===== config.mk =====
export PLATFORM = sky130hd
export DESIGN_NAME = fmul_pipe
export DESIGN_NICKNAME = d
export VERILOG_FILES = /design/src/rtl/fpu_pkg.sv /design/src/rtl/fmul_mant_mult.sv /design/src/rtl/fmul_pipe.sv
export SDC_FILE = /design/constraint.sdc
export NUM_CORES = 2
export LEC_CHECK = 0
export BUFFER_PORTS_ARGS = -buffer_cell sky130_fd_sc_hd__buf_2
export CORE_MARGIN = 1.5
export CORE_UTILIZATION = 40
export CTS_CLUSTER_DIAMETER = 200
export DETAILED_ROUTE_END_ITERATION = 6
export SETUP_SLACK_MARGIN = 0.4
export SYNTH_ARGS = -nofsm -noshare
export SYNTH_HDL_FRONTEND = slang
export SYNTH_SLANG_ARGS = --single-unit

===== constraint.sdc =====
create_clock -name clk -period 8.4 [get_ports clk]
set_input_delay 1.68 -clock clk [delete_from_list [all_inputs] [get_ports clk]]
set_output_delay 1.68 -clock clk [all_outputs]
set_load 0.05 [all_outputs]

===== src/rtl/fpu_pkg.sv =====
// Shared floating-point definitions: operand classes, special-result codes,
// flag bit positions and width-generic constant builders.
package fpu_pkg;

    typedef enum logic [1:0] {
        ZERO = 2'd0,
        NORM = 2'd1,
        INF  = 2'd2,
        NAN  = 2'd3
    } fp_class_e;

    typedef enum logic [1:0] {
        SP_NONE = 2'd0,
        SP_QNAN = 2'd1,
        SP_INF  = 2'd2,
        SP_ZERO = 2'd3
    } fp_special_e;

    localparam int FLAGS_W       = 4;
    localparam int FLG_INVALID   = 3;
    localparam int FLG_OVERFLOW  = 2;
    localparam int FLG_UNDERFLOW = 1;
    localparam int FLG_INEXACT   = 0;

    function automatic int fp_bias(input int exp_w);
        return (1 << (exp_w - 1)) - 1;
    endfunction

    // Constant builders return a 64-bit image; callers size-cast to their width.
    function automatic logic [63:0] fp_qnan(input int exp_w, input int frac_w);
        logic [63:0] r;
        r = ((64'd1 << exp_w) - 64'd1) << frac_w;
        r = r | (64'd1 << (frac_w - 1));
        return r;
    endfunction

    function automatic logic [63:0] fp_inf(input int exp_w, input int frac_w);
        return ((64'd1 << exp_w) - 64'd1) << frac_w;
    endfunction

    // Denormals (exp == 0) classify as ZERO so they are flushed.
    function automatic fp_class_e fp_classify(input logic exp_zero,
                                              input logic exp_ones,
                                              input logic frac_nz);
        if (exp_zero)
            return ZERO;
        else if (exp_ones)
            return frac_nz ? NAN : INF;
        else
            return NORM;
    endfunction

endpackage


===== src/rtl/fmul_mant_mult.sv =====
// Combinational unsigned mantissa multiplier (hidden bit included by caller).
module fmul_mant_mult #(
    parameter int MW = 24
) (
    input  logic [MW-1:0]   ma_i,
    input  logic [MW-1:0]   mb_i,
    output logic [2*MW-1:0] prod_o
);

    assign prod_o = {{MW{1'b0}}, ma_i} * {{MW{1'b0}}, mb_i};

endmodule


===== src/rtl/fmul_pipe.sv =====
// Three-stage pipelined floating-point multiplier with a global stall enable,
// truncate / round-to-nearest-even modes and IEEE-style exception flags.
module fmul_pipe
    import fpu_pkg::*;
#(
    parameter int EXP_W  = 8,
    parameter int FRAC_W = 23
) (
    input  logic                      clk,
    input  logic                      rst_n,
    input  logic                      in_valid,
    output logic                      in_ready,
    input  logic [EXP_W+FRAC_W:0]     a,
    input  logic [EXP_W+FRAC_W:0]     b,
    input  logic                      rnd_mode,
    output logic                      out_valid,
    input  logic                      out_ready,
    output logic [EXP_W+FRAC_W:0]     result,
    output logic [FLAGS_W-1:0]        flags
);

    localparam int W  = 1 + EXP_W + FRAC_W;
    localparam int MW = FRAC_W + 1;
    localparam int PW = 2 * MW;
    localparam int XW = EXP_W + 2;

    localparam logic signed [XW-1:0] BIAS     = XW'(fp_bias(EXP_W));
    localparam logic signed [XW-1:0] EXP_MAX  = XW'((1 << EXP_W) - 1);
    localparam logic signed [XW-1:0] EXP_ZERO = '0;
    localparam logic [W-1:0]         QNAN     = W'(fp_qnan(EXP_W, FRAC_W));
    localparam logic [W-1:0]         INF_POS  = W'(fp_inf(EXP_W, FRAC_W));

    function automatic logic [MW:0] round_mant(input logic [FRAC_W-1:0] frac,
                                               input logic              guard,
                                               input logic              sticky,
                                               input logic              rne);
        logic inc;
        inc = rne & guard & (sticky | frac[0]);
        return {1'b0, 1'b1, frac} + {{MW{1'b0}}, inc};
    endfunction

    // Returns {flags, result}; saturates to inf / flushes to zero at the range edges.
    function automatic logic [FLAGS_W+W-1:0] pack_result(input logic              sign,
                                                         input fp_special_e       special,
                                                         input logic signed [XW-1:0] exp,
                                                         input logic [FRAC_W-1:0] frac,
                                                         input logic              inexact);
        logic [W-1:0]       res;
        logic [FLAGS_W-1:0] flg;
        res = '0;
        flg = '0;
        unique case (special)
            SP_QNAN: begin
                res              = QNAN;
                flg[FLG_INVALID] = 1'b1;
            end
            SP_INF:  res = {sign, INF_POS[W-2:0]};
            SP_ZERO: res = {sign, {(W-1){1'b0}}};
            default: begin
                if (exp >= EXP_MAX) begin
                    res                = {sign, INF_POS[W-2:0]};
                    flg[FLG_OVERFLOW]  = 1'b1;
                    flg[FLG_INEXACT]   = 1'b1;
                end else if (exp <= EXP_ZERO) begin
                    res                = {sign, {(W-1){1'b0}}};
                    flg[FLG_UNDERFLOW] = 1'b1;
                    flg[FLG_INEXACT]   = 1'b1;
                end else begin
                    res              = {sign, exp[EXP_W-1:0], frac};
                    flg[FLG_INEXACT] = inexact;
                end
            end
        endcase
        return {flg, res};
    endfunction

    logic en;
    logic vld_p0_q, vld_p1_q, vld_p2_q;

    assign en        = ~vld_p2_q | out_ready;
    assign in_ready  = en;
    assign out_valid = vld_p2_q;

    always_ff @(posedge clk or negedge rst_n) begin
        if (!rst_n) begin
            vld_p0_q <= 1'b0;
            vld_p1_q <= 1'b0;
            vld_p2_q <= 1'b0;
        end else if (en) begin
            vld_p0_q <= in_valid;
            vld_p1_q <= vld_p0_q;
            vld_p2_q <= vld_p1_q;
        end
    end

    // ---- S1: classify, exponent sum, mantissa product ----
    logic [EXP_W-1:0]  exp_a, exp_b;
    logic [FRAC_W-1:0] frac_a, frac_b;
    fp_class_e         cls_a, cls_b;
    fp_special_e       spec_p0_d;
    logic signed [XW-1:0] exp_p0_d;
    logic [PW-1:0]     prod_w;

    assign exp_a  = a[W-2:FRAC_W];
    assign exp_b  = b[W-2:FRAC_W];
    assign frac_a = a[FRAC_W-1:0];
    assign frac_b = b[FRAC_W-1:0];
    assign cls_a  = fp_classify(exp_a == '0, &exp_a, |frac_a);
    assign cls_b  = fp_classify(exp_b == '0, &exp_b, |frac_b);
    assign exp_p0_d = $signed({2'b00, exp_a}) + $signed({2'b00, exp_b}) - BIAS;

    always_comb begin
        spec_p0_d = SP_NONE;
        if (cls_a == NAN || cls_b == NAN)
            spec_p0_d = SP_QNAN;
        else if ((cls_a == INF && cls_b == ZERO) || (cls_a == ZERO && cls_b == INF))
            spec_p0_d = SP_QNAN;
        else if (cls_a == INF || cls_b == INF)
            spec_p0_d = SP_INF;
        else if (cls_a == ZERO || cls_b == ZERO)
            spec_p0_d = SP_ZERO;
    end

    fmul_mant_mult #(.MW(MW)) u_mant_mult (
        .ma_i   ({1'b1, frac_a}),
        .mb_i   ({1'b1, frac_b}),
        .prod_o (prod_w)
    );

    logic                 sign_p0_q, rnd_p0_q;
    fp_special_e          spec_p0_q;
    logic signed [XW-1:0] exp_p0_q;
    logic [PW-1:0]        prod_p0_q;

    always_ff @(posedge clk) begin
        if (en && in_valid) begin
            sign_p0_q <= a[W-1] ^ b[W-1];
            rnd_p0_q  <= rnd_mode;
            spec_p0_q <= spec_p0_d;
            exp_p0_q  <= exp_p0_d;
            prod_p0_q <= prod_w;
        end
    end

    // ---- S2: normalise and round ----
    logic                 norm, carry, guard, sticky;
    logic [PW-2:0]        prod_n;
    logic [FRAC_W-1:0]    frac_pre, frac_p1_d;
    logic [MW:0]          rsum;
    logic signed [XW-1:0] exp_p1_d;

    assign norm     = prod_p0_q[PW-1];
    assign prod_n   = norm ? prod_p0_q[PW-2:0] : {prod_p0_q[PW-3:0], 1'b0};
    assign frac_pre = prod_n[PW-2 -: FRAC_W];
    assign guard    = prod_n[PW-2-FRAC_W];
    assign sticky   = |prod_n[PW-3-FRAC_W:0];
    assign rsum     = round_mant(frac_pre, guard, sticky, rnd_p0_q);
    assign carry    = rsum[MW];
    assign frac_p1_d = carry ? rsum[MW-1:1] : rsum[FRAC_W-1:0];
    assign exp_p1_d = exp_p0_q + $signed({{(XW-1){1'b0}}, norm})
                               + $signed({{(XW-1){1'b0}}, carry});

    logic                 sign_p1_q, inx_p1_q;
    fp_special_e          spec_p1_q;
    logic signed [XW-1:0] exp_p1_q;
    logic [FRAC_W-1:0]    frac_p1_q;

    always_ff @(posedge clk) begin
        if (en && vld_p0_q) begin
            sign_p1_q <= sign_p0_q;
            spec_p1_q <= spec_p0_q;
            exp_p1_q  <= exp_p1_d;
            frac_p1_q <= frac_p1_d;
            inx_p1_q  <= guard | sticky;
        end
    end

    // ---- S3: pack, exceptions, output register ----
    logic [FLAGS_W+W-1:0] packed_p2_d;
    logic [W-1:0]         result_q;
    logic [FLAGS_W-1:0]   flags_q;

    assign packed_p2_d = pack_result(sign_p1_q, spec_p1_q, exp_p1_q, frac_p1_q, inx_p1_q);

    always_ff @(posedge clk or negedge rst_n) begin
        if (!rst_n) begin
            result_q <= '0;
            flags_q  <= '0;
        end else if (en && vld_p1_q) begin
            result_q <= packed_p2_d[W-1:0];
            flags_q  <= packed_p2_d[FLAGS_W+W-1:W];
        end
    end

    assign result = result_q;
    assign flags  = flags_q;

endmodule


Yosys cells after proc, flatten, opt, wreduce, memory -nomap -nowiden
Cells that the tools add are included.
{"block": "op_classes", "addsub": 5, "multipliers": 1, "div_mod_pow": 0, "magnitude_cmp": 2, "n_eq_ne": 7, "shifts": 0, "muxes": 20, "bitwise": 7, "reduce_logical": 20}
{"operator": "$pmux W32 S3", "count": 1}
{"operator": "$reduce_or A23 Y1", "count": 3}
{"operator": "$mux W31", "count": 2}
{"operator": "$mul A24 B24 Y48", "count": 1}
{"operator": "$mux W47", "count": 1}
{"operator": "$add A24 B1 Y25", "count": 1}
{"operator": "$mux W23", "count": 1}
{"operator": "$add A10 B2 Y10", "count": 2}
{"operator": "$logic_not A8 Y1", "count": 2}
{"operator": "$reduce_and A8 Y1", "count": 2}
{"operator": "$eq A2 B2 Y1 const B", "count": 6}
{"operator": "$mux W2", "count": 6}
{"operator": "$ge A10 B9 Y1 const B", "count": 1}
{"operator": "$le A10 B1 Y1 const B", "count": 1}
{"operator": "$sub A9 B7 Y10 const B", "count": 1}
{"operator": "$add A8 B8 Y9", "count": 1}
{"operator": "$mux W1", "count": 8}
{"operator": "$logic_and A1 B1 Y1", "count": 5}
{"operator": "$logic_not A2 Y1", "count": 2}
{"operator": "$logic_or A1 B1 Y1", "count": 4}
{"operator": "$mux W3", "count": 1}
{"operator": "$or A1 B1 Y1", "count": 3}
{"operator": "$reduce_or A3 Y1", "count": 1}
{"operator": "$and A1 B1 Y1", "count": 2}
{"operator": "4 further kinds", "count": 4}
{"block": "totals", "register_bits": 138, "latchBits": 0, "mem_bits_rw": 0, "rom_bits": 0, "in_bits": 69, "out_inout_bits": 38, "word_cells": 77, "mem_count": 0}

Longest topological paths before layout
{"block": "depth", "word_depth": 8, "depth_mapped": 26, "mapped_depth_nobuf": 24}

Hierarchy
From an unflattened synthesis, not the netlist that was laid out.
{"block": "hier_totals", "cells_unflattened": 2714, "hier_area_um2": 25809.8}
{"module": "fmul_mant_mult", "n_inst": 1, "cells_per_inst": 2188, "area_per_inst_um2": 19172.1, "seq_area_each_um2": 0.0}
{"module": "fmul_pipe", "n_inst": 1, "cells_per_inst": 526, "area_per_inst_um2": 6637.6, "seq_area_each_um2": 3948.8}

Least setup slack after synthesis
No wires, ideal clock.
{"block": "synth_path", "path_kind": "input port to flip-flop", "from": "input port b[3]", "to": "register prod_p0_q[38] (data pin)", "setup_time_ns": 0.267, "arrival_ns": 7.598, "t_required_ns": 8.133, "slack_ns": 0.535, "cell_stages": 26, "n_path_buf": 2, "path_cell_list": "clkbuf_1 nand2_1 fa_1 inv_1 fa_1 inv_1 fa_1 inv_1 fa_1 inv_1 fa_1 inv_1 fa_1 inv_1 fa_1 inv_1 ha_1 buf_2 nand4_2 o221ai_1 and2b_1 or3b_1 o21ai_1 a311o_2 o21ai_1 xor2_1"}
{"block": "synth_via", "elab_chain_cells": 1}
{"item": "start, declared", "line": "fmul_pipe.sv:14", "text": "input logic [EXP_W+FRAC_W:0] b,"}
{"item": "$mul A24 B24 Y48", "line": "fmul_mant_mult.sv:10", "text": "assign prod_o = {{MW{1'b0}}, ma_i} * {{MW{1'b0}}, mb_i};"}
{"item": "net prod_w[38]", "line": "fmul_pipe.sv:102", "text": "logic [PW-1:0] prod_w;"}
{"item": "end signal, assigned", "line": "fmul_pipe.sv:141", "text": "prod_p0_q <= prod_w;"}
{"item": "end, declared", "line": "fmul_pipe.sv:133", "text": "logic [PW-1:0] prod_p0_q;"}
The timed path passes the listed nets, and every way through them passes these cells.
A chain may end at the register's enable or synchronous reset.

Worst setup path in the final report
{"block": "layout_path", "from": "input port b[12]", "to": "register prod_p0_q[42] (data pin)"}
Same word-level chain as after synthesis.

==> metrics.txt <==
# TYPE chip_impl_metric gauge
chip_impl_info{name="outcome",value="finished clean"} 1
chip_impl_metric{name="final_critical_path_setup_slack",unit="ns"} 0.5849
chip_impl_metric{name="rows",unit=""} 92
chip_impl_metric{name="worst_path_largest_cell_delay",unit="ns"} 0.56
chip_impl_metric{name="drt_pass1_iterations",unit=""} 6
chip_impl_metric{name="ys.warnings.count",unit=""} 0
chip_impl_metric{name="final.min_clock_period",unit="ns"} 7.815
chip_impl_metric{name="worst-endpoint-arrival",unit="ns"} 7.97
chip_impl_metric{name="hold-worst-slack",unit="ns"} 0.4336
chip_impl_metric{name="grt_pass1_wl",unit="mm"} 107.1
chip_impl_metric{name="syn_to_final_growth",unit="%"} 9.958
chip_impl_metric{name="finClkSkew",unit="ns"} 0.007676
chip_impl_metric{name="maxCapViolations",unit=""} 0
chip_impl_info{name="postSynth.topFlopCell",value="edfxtp_1"} 1
chip_impl_metric{name="fmaxAchievable",unit="MHz"} 128.0
chip_impl_metric{name="layout.area.seq",unit="mm^2"} 0.003949
chip_impl_metric{name="clock_edge_transition_at_the_registers_on_the_reported_setup_and_hold_paths",unit="ns"} 0.06
chip_impl_metric{name="wirelength",unit="mm"} 67.26
chip_impl_info{name="rsz_0062_raised_after_global_routing",value="yes"} 1
chip_impl_metric{name="cts_buffers",unit=""} 17
chip_impl_metric{name="final-instance-count-excl-fill",unit=""} 3606
chip_impl_metric{name="route.detailed.drc",unit=""} 0
chip_impl_metric{name="placedCellCount",unit=""} 3570
chip_impl_metric{name="ys_ff_latch",unit=""} 138
chip_impl_info{name="crit_path_kind",value="in -> reg"} 1
chip_impl_metric{name="drtAntennaViolNets",unit=""} 0
chip_impl_metric{name="final.setup.tns",unit="ns"} 0
chip_impl_metric{name="synth_cell_types",unit=""} 81
chip_impl_metric{name="final-max-slew-violation-count",unit=""} 0
chip_impl_metric{name="synthesis.nets",unit=""} 3405
chip_impl_info{name="end_kind",value="flip-flop"} 1
chip_impl_metric{name="total_i_o_pin_count",unit=""} 107
chip_impl_info{name="critical_path.most_common_cell",value="fa_1"} 1
chip_impl_metric{name="grt_util_all_layers",unit="%"} 21.37
chip_impl_metric{name="detailedPlacementHpwl",unit="mm"} 56.26
chip_impl_metric{name="synth_cell_area",unit="mm^2"} 0.02533
chip_impl_metric{name="place_ws",unit="ns"} 0.04155
chip_impl_metric{name="crit_path_max_fanout",unit=""} 12
chip_impl_metric{name="synthCells",unit=""} 2657
chip_impl_metric{name="first_global_vias",unit=""} 19735
chip_impl_metric{name="vias_per_cell",unit=""} 5.092
chip_impl_metric{name="post_drt_wl_per_cell",unit="um"} 18.65
chip_impl_metric{name="finish.net_count",unit=""} 3494
chip_impl_metric{name="grt_start_max_net_pins",unit=""} 63
chip_impl_metric{name="design.die.area",unit="mm^2"} 0.06484
chip_impl_metric{name="worst_slew_pin_slew",unit="ns"} 1.059
chip_impl_metric{name="synth-seq-area-share",unit="%"} 15.59
chip_impl_metric{name="hold_viol_final",unit=""} 0
chip_impl_metric{name="layout.filler_cells",unit=""} 6050
chip_impl_metric{name="timing.critical_path.required",unit="ns"} 8.56
chip_impl_info{name="slowest_stage",value="fa_1"} 1
chip_impl_info{name="layout.cells.most_common",value="inv_1"} 1
chip_impl_metric{name="synth_async_sr_flop_share",unit="%"} 28.26
chip_impl_info{name="critical_path_cell_by_cell",value="buf_2, buf_4, nand2_1, fa_1, inv_1, fa_1, inv_1, fa_1, fa_1, inv_1, fa_1, fa_1, inv_1, fa_1, inv_1, ha_1, a21o_1, a21oi_1, nor2_1, or4_1, a41oi_1, o21ba_2, o31ai_4, xor2_1"} 1
chip_impl_metric{name="antenna_found_initial",unit=""} 3
chip_impl_metric{name="dieWidth",unit="um"} 254.6
chip_impl_metric{name="cts.htree.levels",unit=""} 4
chip_impl_info{name="clock_tree_from_tritoncts",value="done"} 1
chip_impl_metric{name="grt_overflow",unit=""} 0
chip_impl_info{name="synth_area_leaders",value="fa_1 38%, edfxtp_1 12%, ha_1 9.6%"} 1
chip_impl_metric{name="cts_hold_buffers",unit=""} 0
chip_impl_metric{name="final_min_period_over_clock_period",unit="%"} 93.04
chip_impl_metric{name="finalWeightedCongestion",unit=""} 0.9056
chip_impl_info{name="cp-start-kind",value="input pin"} 1
chip_impl_metric{name="initial_utilization",unit="%"} 40.30
chip_impl_metric{name="multi_input_comb_area",unit="mm^2"} 0.01878
chip_impl_metric{name="count_of_flip_flops_with_a_built_in_enable_after_synthesis",unit=""} 99
chip_impl_info{name="hold_path.startpoint",value="sign_p0_q"} 1
chip_impl_metric{name="clk_path_buf_depth",unit=""} 2
chip_impl_metric{name="coreArea",unit="mm^2"} 0.06285
chip_impl_metric{name="drt_iter0_drc",unit=""} 1212
chip_impl_info{name="min-delay-path-class",value="reg -> reg"} 1
chip_impl_metric{name="io_buffers",unit=""} 106
chip_impl_metric{name="drive_gt1_share",unit="%"} 10.26
chip_impl_metric{name="synth_top_cell_area_share",unit="%"} 38.25
chip_impl_info{name="cell_accounting_for_the_most_synthesized_area",value="fa_1"} 1
chip_impl_metric{name="num_vias",unit=""} 18362
chip_impl_metric{name="syn_avg_cell_area",unit="um^2"} 9.533
chip_impl_metric{name="overall_die_height",unit="um"} 254.6
chip_impl_info{name="rr_startpoint",value="prod_p0_q[47]"} 1
chip_impl_metric{name="clock_insertion_delay_worst_skew",unit="ns"} 0.41
chip_impl_metric{name="final-setup-viol-count",unit=""} 0
chip_impl_info{name="startpoint_of_the_worst_setup_timing_path",value="b[12]"} 1
chip_impl_metric{name="timing.max_slew.rel_slack",unit="%"} 28.74
chip_impl_info{name="commonest_non_fill_non_tap_cells_in_the_layout",value="570 x inv_1, 482 x fa_1, 314 x nand2_1"} 1
chip_impl_info{name="cts_root_buf",value="clkbuf_16"} 1
chip_impl_metric{name="clkSinkCount",unit=""} 138
[worst max-delay path, delay by kind of cell]
kind	cells	cell delay [ns]
adders and majority gates	8	3.80
AOI/OAI and AO/OA	5	0.99
buffers and inverters	7	0.78
and+or+nand+nor	3	0.56
xor gates and xnor gates	1	0.14
[sequential cells by signal (all words and copies together) (netlist names)]
signal     count
exp_p0_q      10
exp_p1_q      10
flags          4
frac_p1_q     23
inx_p1_q       1
out_valid      1
prod_p0_q     48
result        32
rnd_p0_q       1
sign_p0_q      1
sign_p1_q      1
spec_p0_q      2
spec_p1_q      2
vld_p0_q       1
vld_p1_q       1
[cell families (layout without fill, tap and decap cells)]
logic type / Yosys count / after routing / synth area share (%)
muxes: 24 / 24 / 1.013
other: 0 / 1 / 0
adders and majority gates: 679 / 679 / 47.89
xor gates and xnor gates: 73 / 73 / 2.524
buffers and inverters: 708 / 810 / 10.64
AOI/OAI and AO/OA: 233 / 233 / 6.323
DFF: 138 / 138 / 15.59
and+or+nand+nor: 802 / 802 / 16.03
[metrics by stage]
step	area, um^2	utilization [%]
after floorplan	25330	-
after global placement	27100	43.12
after detailed placement	27100	43.12
after CTS	27680	44.04
after global routing	27850	44.31
final	27850	44.31
[what timing repair did]
action | CTS | global route
endpoints found under the setup margin | 0 | 19
setup buffers | 0 | 2
gates resized for setup | 0 | 40
[layout make-up]
type	instances	area share, %
Timing Repair Buffer	202	4.721
Clock inverter	14	0.5436
Clock buffer	18	1.541
Inverter	576	7.776
Multi-Input combinational cell	1811	67.43
Tap cell	846	3.801
Sequential cell	138	14.18
Antenna cell	1	0.008985
[synthesized netlist by cell type (all sizes together), types with 3 or more instances]
master	count
a311o	3
a41oi	3
a211oi	16
o21bai	14
nor3	17
mux2i	11
buf	16
o21ai	39
nand4	26
clkinv	4
a21o	21
nand2	314
a211o	3
or3	3
and2	258
and3	10
dfrtp	39
mux2	13
nand2b	9
xor2	31
a21oi	67
nor3b	3
o31ai	7
xnor2	42
nor2	80
or2	3
inv	572
a22o	23
a21boi	3
clkbuf	116
nor2b	8
ha	195
a31oi	4
fa	484
nand3	33
a221o	10
and4	5
edfxtp	99
nor4	24
[path summary, 6_finish.rpt]
kind | cells past startpoint | end | slack [ns]
max reg2reg | 16 | exp_p1_q[9] | 3.87
min in group asynchronous | 1 | result[20] | 1.36
max in group asynchronous | 1 | flags[1] | 6.51
min | 0 | sign_p1_q | 0.43
max | 24 | prod_p0_q[42] | 0.58
min reg2reg | 0 | sign_p1_q | 0.43
[metal layers]
metal / track usage (%) / vias to the layer above / wire, um
met5: 0 / - / 33
met4: 5.714 / 6 / 1531
met3: 4.185 / 91 / 5061
met2: 34.91 / 646 / 30900
met1: 29.04 / 9267 / 29740
li1: - / 8352 / -
Power is left out: the tool's default activity adds up to more than one toggle a clock period on the data nets, which glitch-free logic cannot reach.
